File: src/rtl/axis_pkg.sv
// Shared helpers for the AXI-stream byte packer: width math, tkeep constants,
// low-aligned masks and byte counting.
package axis_pkg;

  localparam int MAX_BW = 16;

  function automatic int clog2(input int v);
    int r;
    r = 0;
    for (int i = 0; i < 31; i++) begin
      if ((1 << i) < v) r = i + 1;
    end
    return r;
  endfunction

  // Mask with the low k bits set, saturating at MAX_BW.
  function automatic logic [MAX_BW-1:0] low_mask(input int k);
    logic [MAX_BW-1:0] m;
    m = '0;
    for (int i = 0; i < MAX_BW; i++) begin
      if (i < k) m[i] = 1'b1;
    end
    return m;
  endfunction

  function automatic logic [MAX_BW-1:0] tkeep_all_one(input int bw);
    return low_mask(bw);
  endfunction

  function automatic logic [MAX_BW-1:0] tkeep_all_zero();
    return '0;
  endfunction

  function automatic int popcount(input logic [MAX_BW-1:0] v);
    int r;
    r = 0;
    for (int i = 0; i < MAX_BW; i++) r = r + 32'(v[i]);
    return r;
  endfunction

endpackage

File: src/rtl/axi_stream_packer_if.sv
// AXI-stream bundle for the packer. A beat transfers on a rising clock edge
// where tvalid && tready; once raised, tvalid and payload hold until that edge.
interface axi_stream_packer_if #(parameter int BW = 4);
  logic            tvalid;
  logic            tready;
  logic [8*BW-1:0] tdata;
  logic [BW-1:0]   tkeep;
  logic            tlast;

  modport master (output tvalid, tdata, tkeep, tlast, input tready);
  modport slave  (input tvalid, tdata, tkeep, tlast, output tready);
endinterface

File: src/rtl/axis_byte_compact.sv
// Combinational compaction of kept bytes into ascending low positions.
// Unused upper bytes of packed_data are zero.
module axis_byte_compact
  import axis_pkg::*;
#(
  parameter int BW = 4
) (
  input  logic [8*BW-1:0]          data,
  input  logic [BW-1:0]            keep,
  output logic [8*BW-1:0]          packed_data,
  output logic [clog2(BW+1)-1:0]   n
);

  int pos;

  // Running prefix count of kept bytes gives each byte its destination slot.
  always_comb begin
    packed_data = '0;
    pos = 0;
    for (int k = 0; k < BW; k++) begin
      if (keep[k]) begin
        packed_data[8*pos +: 8] = data[8*k +: 8];
        pos = pos + 1;
      end
    end
  end

  assign n = ($bits(n))'(popcount(MAX_BW'(keep)));

endmodule

File: src/rtl/axi_stream_packer.sv
// Removes null bytes from a sparse-tkeep AXI stream and re-emits packed beats.
// Build option AXIS_PACKER_ZERO_FILL_EN forces unkept output bytes to 8'h00.
module axi_stream_packer
  import axis_pkg::*;
#(
  parameter int BW = 4
) (
  input  logic                 clk,
  input  logic                 rstn,
  axi_stream_packer_if.slave   i_axis,
  axi_stream_packer_if.master  o_axis
);

  localparam int BB = 2 * BW;
  localparam int CW = clog2(BB + 1);
  localparam int NW = clog2(BW + 1);
  localparam logic [CW-1:0] BW_C = CW'(BW);

  logic [CW-1:0]   cnt_q, cnt_d;
  logic            last_q, last_d;
  logic [8*BB-1:0] buf_q, buf_d;
  logic [8*BB-1:0] shifted, low_bytes;
  logic [CW-1:0]   pop_n, add_n, base;
  logic [8*BW-1:0] comp_data;
  logic [NW-1:0]   comp_n;
  logic            push, pop, full;
  logic [BW-1:0]   keep;

  axis_byte_compact #(.BW(BW)) u_compact (
    .data        (i_axis.tdata),
    .keep        (i_axis.tkeep),
    .packed_data (comp_data),
    .n           (comp_n)
  );

  assign full = cnt_q >= BW_C;

  // Ready depends only on registered state, so no path from o_tready or i_tvalid.
  assign i_axis.tready = rstn && (cnt_q <= BW_C) && !last_q;
  assign push = i_axis.tvalid && i_axis.tready;

  assign o_axis.tvalid = full || (last_q && (cnt_q != '0));
  assign o_axis.tlast  = last_q && (cnt_q <= BW_C);
  assign pop = o_axis.tvalid && o_axis.tready;

  always_comb begin
    keep = full ? BW'(tkeep_all_one(BW)) : BW'(low_mask(int'(cnt_q)));
  end
  assign o_axis.tkeep = keep;

`ifdef AXIS_PACKER_ZERO_FILL_EN
  always_comb begin
    o_axis.tdata = '0;
    for (int k = 0; k < BW; k++) begin
      if (keep[k]) o_axis.tdata[8*k +: 8] = buf_q[8*k +: 8];
    end
  end
`else
  assign o_axis.tdata = buf_q[8*BW-1:0];
`endif

  // Pop shifts the buffer down first; new bytes land right after the survivors.
  always_comb begin
    pop_n = pop ? (full ? BW_C : cnt_q) : '0;
    add_n = push ? CW'(comp_n) : '0;
    base  = cnt_q - pop_n;
    cnt_d = base + add_n;

    shifted   = buf_q >> {pop_n, 3'b000};
    low_bytes = '0;
    for (int k = 0; k < BB; k++) begin
      if (k < int'(base)) low_bytes[8*k +: 8] = 8'hFF;
    end
    buf_d = shifted & low_bytes;
    if (push) buf_d = buf_d | ({{(8*BW){1'b0}}, comp_data} << {base, 3'b000});

    last_d = last_q;
    if (pop && o_axis.tlast) last_d = 1'b0;
    // A last beat that leaves nothing buffered has no beat to carry tlast.
    if (push && i_axis.tlast && (cnt_d != '0)) last_d = 1'b1;
  end

  always_ff @(posedge clk or negedge rstn) begin
    if (!rstn) begin
      cnt_q  <= '0;
      last_q <= 1'b0;
      buf_q  <= '0;
    end else begin
      cnt_q  <= cnt_d;
      last_q <= last_d;
      buf_q  <= buf_d;
    end
  end

endmodule

File: src/flat_wrapper.sv
// flat-port wrapper written by rule: the top's interface ports become plain ports
module axi_stream_packer_flat import axis_pkg::*;
#(
  parameter int BW = 4
)
  (clk, rstn, i_axis_tvalid, i_axis_tdata, i_axis_tkeep, i_axis_tlast, i_axis_tready, o_axis_tvalid, o_axis_tdata, o_axis_tkeep, o_axis_tlast, o_axis_tready);
  axi_stream_packer_if #(.BW(BW)) i_axis_i ();
  axi_stream_packer_if #(.BW(BW)) o_axis_i ();
  input  logic clk;
  input  logic rstn;
  input wire logic [$bits(i_axis_i.tvalid)-1:0] i_axis_tvalid;
  input wire logic [$bits(i_axis_i.tdata)-1:0] i_axis_tdata;
  input wire logic [$bits(i_axis_i.tkeep)-1:0] i_axis_tkeep;
  input wire logic [$bits(i_axis_i.tlast)-1:0] i_axis_tlast;
  output wire logic [$bits(i_axis_i.tready)-1:0] i_axis_tready;
  output wire logic [$bits(o_axis_i.tvalid)-1:0] o_axis_tvalid;
  output wire logic [$bits(o_axis_i.tdata)-1:0] o_axis_tdata;
  output wire logic [$bits(o_axis_i.tkeep)-1:0] o_axis_tkeep;
  output wire logic [$bits(o_axis_i.tlast)-1:0] o_axis_tlast;
  input wire logic [$bits(o_axis_i.tready)-1:0] o_axis_tready;
  assign i_axis_i.tvalid = i_axis_tvalid;
  assign i_axis_i.tdata = i_axis_tdata;
  assign i_axis_i.tkeep = i_axis_tkeep;
  assign i_axis_i.tlast = i_axis_tlast;
  assign i_axis_tready = i_axis_i.tready;
  assign o_axis_tvalid = o_axis_i.tvalid;
  assign o_axis_tdata = o_axis_i.tdata;
  assign o_axis_tkeep = o_axis_i.tkeep;
  assign o_axis_tlast = o_axis_i.tlast;
  assign o_axis_i.tready = o_axis_tready;
  axi_stream_packer #(.BW(BW)) u_core (.clk(clk), .rstn(rstn), .i_axis(i_axis_i), .o_axis(o_axis_i));
endmodule
File: config.mk
export PLATFORM = sky130hd
export DESIGN_NAME = axi_stream_packer_flat
export DESIGN_NICKNAME = d
export VERILOG_FILES = /design/src/rtl/axis_pkg.sv /design/src/rtl/axi_stream_packer_if.sv /design/src/rtl/axis_byte_compact.sv /design/src/rtl/axi_stream_packer.sv /design/src/flat_wrapper.sv
export SDC_FILE = /design/constraint.sdc
export NUM_CORES = 1
export LEC_CHECK = 0
export CORE_AREA = 4 4 157 159
export CTS_CLUSTER_DIAMETER = 50
export DETAILED_ROUTE_END_ITERATION = 8
export DIE_AREA = 0 0 161 163
export GPL_ROUTABILITY_DRIVEN = 1
export GPL_TIMING_DRIVEN = 1
export SYNTH_ARGS = -nofsm -noshare
export SYNTH_HDL_FRONTEND = slang
export SYNTH_HIERARCHICAL = 1
export SYNTH_SLANG_ARGS = --single-unit
export TNS_END_PERCENT = 5
File: constraint.sdc
create_clock -name clk -period 9.3 [get_ports clk]
set_input_delay 0.93 -clock clk [delete_from_list [all_inputs] [get_ports clk]]
set_output_delay 0.93 -clock clk [all_outputs]
set_load 0.05 [all_outputs]
==> results.md, run 1 <==
- The count of nets left with antenna violations once routing finished came out at 0.
- The initial antenna violation count is 0.
- The number of primary I/O pins is 80.
- The fill cell instance count of the final layout is 2411.
- After clock tree synthesis, the clock-pin slew on the worst setup and hold paths is 0.06 ns.
- The repair_antennas step left the layout with diodes totalling 0.
- For the worst setup path, the data required time is 9.52 ns.
- From left edge to right edge, the die measures 161 µm.
- In this run the worst path has a maximum fanout of 50.
- The total number of H-tree levels is 3.
- The synthesized netlist occupies a cell area of approximately 6900 µm².
- For this configuration, the core starts out at a cell density of between 20% and 30%.
- The residual overflow from global routing is 0.
- The power after layout is approximately 2.4 mW.
- The slew at the pin with the worst max-slew slack is 1.14 ns.
- The die is 163 µm tall.
- For this run, design rule violations remaining after detail routing come to 0.
- The largest voltage drop on the vdd net is between 150 and 200 µV.
- The final count of negative-setup-slack endpoints is 0.
- The post-route setup TNS is 0 ns.
- Yosys attributes the largest share of cell area to dfrtp_1 (25%), mux2_2 (5.9%), mux2i_1 (5.2%), mux4_2 (4.6%), buf_4 (3.9%).
- The kind of critical path is input pin to flip-flop.
- The register area is 1730 µm².
- The pre-antenna-repair detailed-routing pass consisted of 8 iterations.
- From synthesis to final layout, the design area changed by 14.6%.
- The die covers roughly 26000 µm².
- The fraction of final layout cells sized beyond drive strength 1 is 11.8%.
- The worst setup path is captured at a flip-flop.
- The worst hold path class is flip-flop to flip-flop.
- The capture point of the critical path is u_core/last_q$_DFFE_PN0P_.
- The hold violation total from the final report is 0.
- The number of instances resized during post-cts repair is 0.
- The most used flip-flop cell after synthesis is dfrtp_1.
- The floorplan has 56 rows.
- The average footprint of a synthesized cell is 8.73 µm².
- At the later pin of the worst-skew pair, clock insertion delay measures 0.34 ns.
- Counting flops with an async set or reset pin after synthesis yields a share of 100%.
- In this run, synthesis inferred 0 flip-flops with an integrated enable.
- Headroom to the max-slew limit came out at 23.1%.
- The synthesized design contains 69 register bits.
- The multi-input combinational cells in the finished layout cover a total of 4500 µm².
- The post-synth net total is 845.
- The share of synthesized area occupied by flip-flops and latches is 25.1%.
- The final weighted congestion in routability-driven placement is 0.925.
- The critical register-to-register path startpoint is u_core/cnt_q[3]$_DFF_PN0_.
- The port buffer count is 79.
- The via count of the first global-routing pass is ~6.4k.
- The tool flagged a number of max-cap violations equal to 0.
- The first global-routing pass estimated around 38 mm of wire.
- Summed over all instances, the cell type with the most area after synthesis is dfrtp_1.
- The core area is 23300 µm².
- Dividing the detail-routed via count by the number of cells gives 6.08.
- The wire length reported by the detailed router is ~24 mm.
- The launch point of the worst path is o_axis_tready.
- The final critical-path share of the clock period is between 60% and 70%.
- The library cell used as clock root buffer is clkbuf_16.
- Setup repair after global routing left no endpoint under its margin.
- The maximum buffer depth of the clock tree is 2.
- The type of element launching the critical path is an input pin.
- TritonCTS built the clock tree.
- The highest attainable clock frequency is approximately 180 MHz.
- For this run, the number of Yosys warnings is 6.
- The area fraction of the dominant cell type after synthesis is 25.1%.
- The total power divided by cell area is 304 nW/µm².
- Between clock sinks in the finished design, the worst skew comes to 0.00708 ns.
- The HPWL after detailed placement is 17.8 mm.
- The reg-to-reg endpoint is u_core/last_q$_DFFE_PN0P_.
- The global-route total usage across every layer is 18.4%.
- The minimum period implied by the final worst setup slack is 5.61 ns.
- Entering global routing, the biggest net connects 70 pins.
- The flow ran to the end, and the final reports show no timing, DRC or antenna violations.
- The mean routed wirelength per cell is 21.9 µm.
- The number of DRC violations after detailed-routing iteration 0 is 887.
- The number of instances in the synthesized netlist is between 700 and 800.
- The total number of vias is 6787.
- The number of distinct standard cells referenced by the synthesized netlist is between 70 and 80.
- The analysis attributes to cell leakage a power of 3.03 nW.
- The number of nets in the finished design is 850.
- The final standard cell utilization of the core is about a third.
- Data on the critical path arrives at its endpoint at just under 6 ns.
- Setup slack on the worst reg-to-reg path comes out at 4.35 ns.
- The number of clock buffers added by TritonCTS is 9.
- The TritonCTS sink count is 69.
- The number of hold buffers added after cts is 0.
- The number of post-CTS setup repair buffers is 0.
- Counting cells, the worst reg-to-reg path comes to 13.
- The number of pins with negative max-slew slack in the final report is 0.
## cells in the mapped netlist, drive strengths merged, types with 11 or more instances
master,instances
a21oi,44
a22o,13
a22oi,18
a31oi,28
a32o,11
buf,65
clkbuf,32
dfrtp,69
ha,13
inv,24
mux2,36
mux2i,36
mux4,14
nand2,62
nand3,25
nor2,47
nor3,16
o21ai,29
o22ai,26
## state kept, by name (all words and copies together) (netlist names)
signal and flops:
u_core/buf_q 64, u_core/cnt_q 4, u_core/last_q 1
## routing by layer
metal	routed length [µm]	vias up	global-route usage (%)	part of all wire, %
li1	-	3041	-	-
met1	11300	3291	27.9	46
met2	10100	412	25.8	41
met3	2460	43	3.87	10
met4	498	0	5.74	2.0
met5	0	-	0	0
## where the power goes
| part | internal, mW | switching (mW) |
|---|---|---|
| clock | 0.181 | 0.140 |
| sequential | 0.373 | 0.103 |
| combinational | 0.521 | 1.07 |
| total | 1.08 | 1.32 |
## critical path, stage by stage
cell	delay, ns
clkdlybuf4s50_1	0.66
and4bb_1	0.25
buf_4	0.41
nand2_8	0.26
inv_2	0.35
ha_1	0.25
inv_1	0.06
fa_2	0.51
buf_4	0.48
inv_1	0.39
fa_1	0.60
inv_1	0.05
or3_1	0.34
o31a_1	0.24
## layout by cell type (no fill, tap or decap), drive strengths merged, types with 7 or more instances in the layout
master,netlist,layout
o22a,8,8
buf,65,13
nand3,25,25
a22o,13,13
a211oi,8,8
clkdlybuf4s50,0,78
dfrtp,69,69
mux2,36,36
a32oi,8,8
nor2,47,47
clkbuf,32,9
and3,10,10
a31oi,28,28
o21ai,29,29
inv,24,26
a21oi,44,44
mux4,14,14
a221o,10,10
a32o,11,11
o221ai,10,10
a22oi,18,18
o22ai,26,26
nand3b,9,9
mux2i,36,36
a221oi,8,8
o211ai,8,8
and2,8,8
nor2b,8,8
ha,13,13
nand2,62,62
a21o,10,10
o2bb2ai,7,7
nor3,16,16
## metrics by stage
step,hold WS [ns],cells,setup slack [ns],area [µm²]
4_1_cts,0.571,1116,3.75,7870
3_5_place_dp,0.555,1100,3.39,7600
6_report,0.589,1116,3.69,7870
2_1_floorplan,0.509,787,4.93,6870
5_1_grt,0.629,1116,3.47,7870
3_3_place_gp,0.548,1100,3.54,7600
## layout make-up
| class | count | share of cell area (%) |
|---|---|---|
| Clock inverter | 7 | 0.636 |
| Tap cell | 319 | 5.07 |
| Timing Repair Buffer | 91 | 11.2 |
| Clock buffer | 9 | 2.86 |
| Multi-Input combinational cell | 596 | 57.1 |
| Inverter | 25 | 1.19 |
| Sequential cell | 69 | 21.9 |
## how the worst min path moves through the flow
stage / start / endpoint / slack [ns] / cells past startpoint
final: u_core/buf_q[63]$_DFF_PN0_ / u_core/buf_q[63]$_DFF_PN0_ / 0.59 / 1
after global routing: u_core/buf_q[63]$_DFF_PN0_ / u_core/buf_q[63]$_DFF_PN0_ / 0.63 / 1
after CTS: u_core/buf_q[63]$_DFF_PN0_ / u_core/buf_q[63]$_DFF_PN0_ / 0.57 / 1
after detailed placement: u_core/buf_q[63]$_DFF_PN0_ / u_core/buf_q[63]$_DFF_PN0_ / 0.56 / 1
after global placement: u_core/buf_q[63]$_DFF_PN0_ / u_core/buf_q[63]$_DFF_PN0_ / 0.55 / 1
after floorplan: u_core/buf_q[60]$_DFF_PN0_ / u_core/buf_q[60]$_DFF_PN0_ / 0.51 / 1
## logic make-up (layout without fill, tap and decap cells)
family | Yosys count | after routing | synth area share, %
AO/OA/AOI/OAI | 280 | 280 | 29.4
adder cells (fa/ha/maj) | 17 | 17 | 3.53
multiplexers | 86 | 86 | 15.7
buffers and inverters | 122 | 132 | 9.45
flip-flops | 69 | 69 | 25.1
AND/OR/NAND/NOR | 208 | 208 | 16.1
XOR/XNOR | 5 | 5 | 0.637
(Power assumes the default switching activity.)
==> run 2, diff against run 1 <==
- clock period: 9.3 -> 4.5 ns (I/O delays scaled with it)
==> run 2 against run 1 <==
Against the previous run: clock-buffer cell count rose by 2; core utilization rose by 0.90 points; clock skew rose by 0.00059 ns; hold slack got worse by 0.23 ns; largest power group unchanged; highest routed layer unchanged.
==> results.md, run 2 (same netlist as run 1, synthesis figures left out) <==
- The flow ran to the end, and the final reports show no timing, DRC or antenna violations.
- The number of remaining DRC errors was 0 (unchanged).
- The wire length reported by the detailed router is 24.4 mm (about the same).
- Static timing analysis puts the maximum clock frequency at 257 MHz.
- The register area is 1730 µm² (unchanged).
- The switching power of the nets is 2.73 mW (+110%).
- The area of the die was 26200 µm² (unchanged).
- The fraction of final layout cells sized beyond drive strength 1 is 14.3% (+2.5 points).
- The first-pass GRT wire length is 37.6 mm (-2.2%).
- The required time of the critical path was 4.63 ns (-4.89 ns).
- The total number of vias is 6712 (-1.1%).
- The number of hold buffers added after cts came to 0 (unchanged).
- The maximum buffer depth of the clock tree is 2 (unchanged).
- The multi-input logic area is 4500 µm² (unchanged).
- Relative to the synthesized area, the layout overhead comes to 17.6%.
- The via count of the first global-routing pass was 6320 (-0.78%).
- The proportion of power drawn by combinational gates is 66.1% (-0.5 points).
- The TritonCTS sink count was 69 (unchanged).
- The cell type group with the largest total delay on the critical path is compound AO/OA/AOI/OAI gates.
- The register share of total power is 19.4% (-0.5 points).
- The mean routed wirelength per cell came to 21.4 µm (-2.1%).
- The number of nets in the finished design came to 873 (+2.7%).
- The number of CTS-inserted buffers is 9 (unchanged).
- The cell-internal power is 2.37 mW (+120%).
- The fill cell instance count of the final layout is 2463 (+2.2%).
- The met1 track demand over resource in global routing is 25.9% (-2.0 points).
- The clock insertion delay at the later pin of the skew report is 0.34 ns (about the same).
- The number of instances resized during post-cts repair came to 0 (unchanged).
- The largest voltage drop on the vdd net came to 331 µV (+100%).
- The number of detailed-routing iterations run before antenna repair is 5 (-3).
- The library cells used most frequently in the layout, excluding fill and tap cells, are clkdlybuf4s50_1 (78), dfrtp_1 (68), nand2_1 (61).
- The critical register-to-register path startpoint is u_core/cnt_q[3]$_DFF_PN0_.
- The cell sitting at the root of the clock tree is a clkbuf_16.
- The worst path in the final design needs a cycle of between 3 and 4 ns, including I/O delays and setup.
- The largest register by flop count is u_core/buf_q.
- The global-route total usage across every layer is 18.2% (-0.19 points).
- The flip-flop count of the largest register after layout is 64 (unchanged).
- The reg-to-reg endpoint is u_core/buf_q[12]$_DFF_PN0_.
- The area after detailed placement is 7770 µm² (+2.3%).
- The slew at the pin with the worst max-slew slack came to 0.940 ns (-0.198 ns).
- The cell total after placement is 1123 (+2.1%).
- The leakage power figure is 3.16 nW (+4.4%).
- The register-to-register setup slack is 0.60 ns (-3.75 ns).
- The data arrival time of the critical path was 4.03 ns (-1.81 ns).
- The number of pins with negative max-slew slack in the final report was 0 (unchanged).
- The critical path goes through and4bb_1 -> and2_1 -> inv_1 -> ha_1 -> and3b_1 -> o21ai_1 -> nand3_1 -> o21ai_1 -> o221ai_1.
- The worst setup path is captured at a flip-flop.
- The residual overflow from global routing is 0 (unchanged).
- The worst hold slack across all endpoints is 0.355 ns (-0.234 ns).
- The largest net degree at the start of global routing came to 70 (unchanged).
- The core area is 23300 µm² (unchanged).
- The die width is 161 µm (unchanged).
- The count of max-cap constraint violations came to 0 (unchanged).
- The clock slew at the register clock pins of the worst setup and hold paths came to 0.06 ns (about the same).
- The final non-filler cell total came to 1139 (+2.1%).
- The depth of the worst register-to-register path was 9 (-4).
- The master of the slowest instance on the critical path is o21ai_1.
- The post-route setup TNS is 0 ns (unchanged).
- The switching part of the total is 53.5% (-1.5 points).
- The antenna cell count is 0 (unchanged).
- The share of power burned in the clock network is 14.6% (+1.2 points).
- The initial antenna violation count was 0 (unchanged).
- The number of primary I/O pins came to 80 (unchanged).
- The count of buffering cells on the critical path with inverters included is 1 (-6).
- The final weighted congestion in routability-driven placement came to 0.890 (-3.8%).
- The detailed-placement wirelength estimate was 17.8 mm (about the same).
- Setup repair after global routing left no endpoint under its margin.
- The kind of critical path is flip-flop to flip-flop.
- The final critical path takes up between 80% and 90% of the cycle.
- The hold violation total from the final report came to 0 (unchanged).
- The initial cell density of the core was 29.5% (unchanged).
- The average via count per standard cell is 5.89 (-3.1%).
- The number of core rows came to 56 (unchanged).
- The largest registers in the layout are u_core/buf_q x64, u_core/cnt_q x4, u_core/last_q x1.
- The total power divided by cell area came to 631 nW/µm² (+110%).
- The biggest cell delay along the critical path came to 0.76 ns (+0.10 ns).
- The post-detailed-route count of antenna-violating nets was 0 (unchanged).
- TritonCTS built the clock tree.
- The worst relative slew slack came to 37.3% (+14 points).
- The total number of H-tree levels is 3 (unchanged).
- The port buffer count was 79 (unchanged).
- STA classifies the critical path startpoint as a flip-flop.
- The finished layout cell area is 8080 µm² (+2.7%).
- The met2 routing resource usage after global routing is 27.6% (+1.9 points).
- By instance count, the cell type seen most on the critical path is o21ai_1.
- The global routing met3 resource utilization is 4.10% (+0.23 points).
- The worst hold path class is input pin to asynchronous set/reset pin.
- The die outline height is 163 µm (unchanged).
- In this run the most used layer during global routing was met2.
- The number of post-CTS setup repair buffers was 0 (unchanged).
- The worst clock skew is 0.00767 ns (+0.000592 ns).
- The library cell used most frequently in the layout, excluding fill and tap cells, is clkdlybuf4s50_1.
- The number of DRC violations after detailed-routing iteration 0 came to 746 (-16%).
- The final count of negative-setup-slack endpoints is 0 (unchanged).
- The maximum fanout count along the critical path is 13 (-74%).
## run 2: worst max-delay path by stage
| stage | slack [ns] | endpoint | start | depth (start not counted) |
|---|---|---|---|---|
| after global routing | 0.35 | u_core/buf_q[25]$_DFF_PN0_ | i_axis_tkeep[0] | 13 |
| final | 0.60 | u_core/buf_q[12]$_DFF_PN0_ | u_core/cnt_q[3]$_DFF_PN0_ | 9 |
| after floorplan | 0.61 | u_core/last_q$_DFFE_PN0P_ | o_axis_tready | 16 |
| after global placement | 0.39 | u_core/buf_q[12]$_DFF_PN0_ | o_axis_tready | 10 |
| after CTS | 0.72 | u_core/buf_q[12]$_DFF_PN0_ | u_core/cnt_q[3]$_DFF_PN0_ | 9 |
| after detailed placement | 0.38 | u_core/buf_q[53]$_DFF_PN0_ | i_axis_tkeep[0] | 14 |
## run 2: layout make-up
class	instances	area share, %
repair buffers	114	13.0
well taps	319	4.94
clock buffers	11	3.13
flip-flops and latches	69	21.4
clock inverters	5	0.728
inverters	25	1.16
multi-input cells	596	55.7
## run 2: metal layers
layer  part of all wire (%)  up-vias
li1                       -     3084
met1                     45     3218
met2                     43      365
met3                    9.4       45
met4                    2.2        0
met5                      0        -
## run 2: through the flow
stage          total power [mW]  util, %  setup slack (ns)
2_1_floorplan              3.38        -             0.606
3_5_place_dp               4.30     33.4             0.379
3_3_place_gp               4.30     33.4             0.391
4_1_cts                    5.06     34.7             0.716
5_1_grt                    5.35     34.7             0.346
6_report                   5.10     34.7             0.604
## run 2: worst reg2reg max path, stage by stage, from the launching register on
cell      delay [ns]
dfrtp_1         0.52
and4bb_1        0.47
and2_1          0.18
inv_1           0.09
ha_1            0.30
and3b_1         0.21
o21ai_1         0.34
nand3_1         0.46
o21ai_1         0.76
o221ai_1        0.37
## run 2: power groups by stage
stage	clock network, mW	registers [mW]	logic [mW]
global route	0.773	1.01	3.56
finish	0.742	0.988	3.37
detailed placement	0	0.997	3.31
global placement	0	0.995	3.30
CTS	0.745	0.987	3.32
floorplan	0	0.890	2.49
==> run 3, diff against run 2 <==
- CORE_AREA: 4 4 157 159 -> 2 2 155 157
- CTS_CLUSTER_DIAMETER: 50 -> unset
- DIE_AREA: 0 0 161 163 -> 0 0 157 159
==> run 3 against run 2 <==
Against the previous run: first-iteration DRC count rose by 38%; fmax rose by 0.44%; final cell count barely moved; via count rose by 1.5%; register-to-register slack improved by 0.17 ns; flip-flop and latch count did not move; die area fell by 4.9%; routed wire length fell by 1.0%; critical path type is now input pin to flip-flop; highest routed layer unchanged.
==> results.md, run 3 (same netlist as run 1, synthesis figures left out) <==
- The initial cell density of the core is 29.6% (+0.089 points).
- The flip-flop count of the largest register after layout is 64 (unchanged).
- The number of DRC violations after detailed-routing iteration 0 is 1030 (+38%).
- The fraction of final layout cells sized beyond drive strength 1 is 14.4% (+0.10 points).
- The required time of the critical path is 4.76 ns (+0.13 ns).
- The number of pins with negative max-slew slack in the final report is 0 (unchanged).
- The core area is 23200 µm² (-0.30%).
- The area of the die is 25000 µm² (-4.9%).
- In the final layout, the registers with the most flip-flops are u_core/buf_q x64, u_core/cnt_q x4, u_core/last_q x1.
- The largest net degree at the start of global routing came to 70 (unchanged).
- The count of max-cap constraint violations is 0 (unchanged).
- The minimum period implied by the final worst setup slack came to 3.88 ns (-0.0173 ns).
- The register share of total power is 19.5% (about the same).
- The first-pass GRT wire length is 37.5 mm (-0.40%).
- The fill cell instance count of the final layout is 2397 (-2.7%).
- The cell-internal power came to 2.31 mW (-2.3%).
- The post-route setup TNS is 0 ns (unchanged).
- The run finished with clean final reports.
- The via count of the first global-routing pass is 6198 (-1.9%).
- The number of CTS-inserted buffers came to 9 (unchanged).
- The clock insertion delay at the later pin of the skew report is 0.35 ns (about the same).
- The number of post-CTS setup repair buffers came to 0 (unchanged).
- The number of instances resized during post-cts repair is 0 (unchanged).
- The proportion of power drawn by combinational gates is 67.0% (+0.9 points).
- The library cells used most frequently in the layout, excluding fill and tap cells, are clkdlybuf4s50_1 (78), dfrtp_1 (68), nand2_1 (61).
- The slew at the pin with the worst max-slew slack was 0.951 ns (+0.0108 ns).
- The critical path is of the input pin to flip-flop type.
- The data arrival time of the critical path came to 4.13 ns (+0.10 ns).
- The die width came to 157 µm (-2.5%).
- The number of remaining DRC errors came to 0 (unchanged).
- The switching part of the total came to 54.4% (+0.84 points).
- TritonCTS built the clock tree.
- The hold violation total from the final report is 0 (unchanged).
- The worst relative slew slack is 36.4% (-0.95 points).
- The worst setup path is launched from an input pin.
- The finished layout cell area is 8060 µm² (-0.25%).
- The residual overflow from global routing is 0 (unchanged).
- The worst hold slack across all endpoints is 0.314 ns (-0.0412 ns).
- The clock slew at the register clock pins of the worst setup and hold paths came to 0.06 ns (about the same).
- The share of power burned in the clock network is 13.6% (-1.0 points).
- The final weighted congestion in routability-driven placement is 0.930 (+4.6%).
- The TritonCTS sink count is 69 (unchanged).
- The number of nets in the finished design is 874 (+0.11%).
- The leakage power figure is 3.16 nW (-0.17%).
- Leaving out fill and tap cells, the most frequent cell in the layout is clkdlybuf4s50_1.
- The switching power of the nets is 2.76 mW (+1.1%).
- The total power divided by cell area is 629 nW/µm² (-0.26%).
- The largest voltage drop on the vdd net is 301 µV (-9.0%).
- The worst-case setup slack after placement is 0.343 ns (-0.0357 ns).
- The global-route total usage across every layer was 19.0% (+0.83 points).
- The average via count per standard cell is 5.98 (+1.5%).
- The antenna cell count is 0 (unchanged).
- The port buffer count was 79 (unchanged).
- The initial antenna violation count is 0 (unchanged).
- The area growth from synthesis to layout is 17.3%.
- The die outline height came to 159 µm (-2.5%).
- STA classifies the critical path endpoint as a flip-flop.
- The largest register by flop count is u_core/buf_q.
- The detailed-placement wirelength estimate is 17.7 mm (-0.73%).
- The total number of H-tree levels was 3 (unchanged).
- The maximum buffer depth of the clock tree was 2 (unchanged).
- The mean routed wirelength per cell is 21.2 µm (-1.1%).
- The number of detailed-routing iterations run before antenna repair is 6 (+1).
- The power after layout is 5.07 mW (-0.51%).
- The worst clock skew was 0.00984 ns (+0.00217 ns).
- The number of primary I/O pins was 80 (unchanged).
- The final critical-path share of the clock period is 86.2% (-0.38 points).
- The maximum fanout count along the critical path is 9 (-4).
- The area after detailed placement is 7770 µm² (about the same).
- The total number of vias came to 6816 (+1.5%).
- The highest attainable clock frequency is 258 MHz (+0.44%).
- The post-detailed-route count of antenna-violating nets is 0 (unchanged).
- Setup repair after global routing left no endpoint under its margin.
- The worst hold path class is input pin to asynchronous set/reset pin.
- The number of hold buffers added after cts is 0 (unchanged).
- The post-route worst setup slack is 0.621 ns (+0.0173 ns).
- The library cell used as clock root buffer is clkbuf_16.
- The wire length reported by the detailed router is 24.2 mm (-1.0%).
- The final count of negative-setup-slack endpoints was 0 (unchanged).
- The number of core rows is 56 (unchanged).
-- run 3: final timing paths --
kind,from,endpoint,slack [ns],depth (start not counted)
max in group asynchronous,rstn,u_core/buf_q[25]$_DFF_PN0_,3.52,2
min in group clk,u_core/buf_q[60]$_DFF_PN0_,u_core/buf_q[60]$_DFF_PN0_,0.60,1
setup reg to reg,u_core/cnt_q[3]$_DFF_PN0_,u_core/buf_q[9]$_DFF_PN0_,0.77,9
hold reg to reg,u_core/buf_q[60]$_DFF_PN0_,u_core/buf_q[60]$_DFF_PN0_,0.60,1
hold / removal,rstn,u_core/cnt_q[2]$_DFF_PN0_,0.31,2
setup / recovery,i_axis_tkeep[0],u_core/buf_q[26]$_DFF_PN0_,0.62,14
-- run 3: critical path, cell delays in order --
cell and delay (ns):
clkdlybuf4s50_1 0.49, inv_1 0.13, ha_1 0.29, and2_1 0.19, o21bai_1 0.15, ha_1 0.21
ha_1 0.31, and4bb_1 0.34, nor4b_4 0.52, a22o_1 0.28, mux2i_1 0.11, a21oi_1 0.33
a21oi_1 0.15, a21oi_1 0.18
-- run 3: power groups by stage --
| stage | registers [mW] | clock network (mW) | logic (mW) |
|---|---|---|---|
| after detailed placement | 0.996 | 0 | 3.30 |
| after global routing | 1.02 | 0.719 | 3.59 |
| final | 0.988 | 0.688 | 3.40 |
| after global placement | 0.994 | 0 | 3.31 |
| after CTS | 0.986 | 0.692 | 3.32 |
| after floorplan | 0.890 | 0 | 2.49 |
-- run 3: metrics by stage --
stage	std cells	util, %
finish	1140	34.8
global route	1140	34.8
CTS	1140	34.8
detailed placement	1124	33.5
global placement	1124	33.5
floorplan	787	-
-- run 3: area by class of cell --
class	count	area (µm²)	area share (%)
Tap cell	319	399	4.95
Sequential cell	69	1730	21.4
Clock buffer	10	239	2.96
Multi-Input combinational cell	596	4500	55.8
Timing Repair Buffer	115	1060	13.1
Inverter	25	93.8	1.16
Clock inverter	6	47.5	0.590
-- run 3: per-layer routing --
| layer | vias to the layer above | global-route usage, % | routed length (µm) |
|---|---|---|---|
| met1 | 3262 | 28.2 | 10800 |
| li1 | 3088 | - | - |
| met3 | 44 | 3.84 | 2370 |
| met4 | 0 | 4.88 | 431 |
| met5 | - | 0 | 0 |
| met2 | 422 | 28.0 | 10500 |
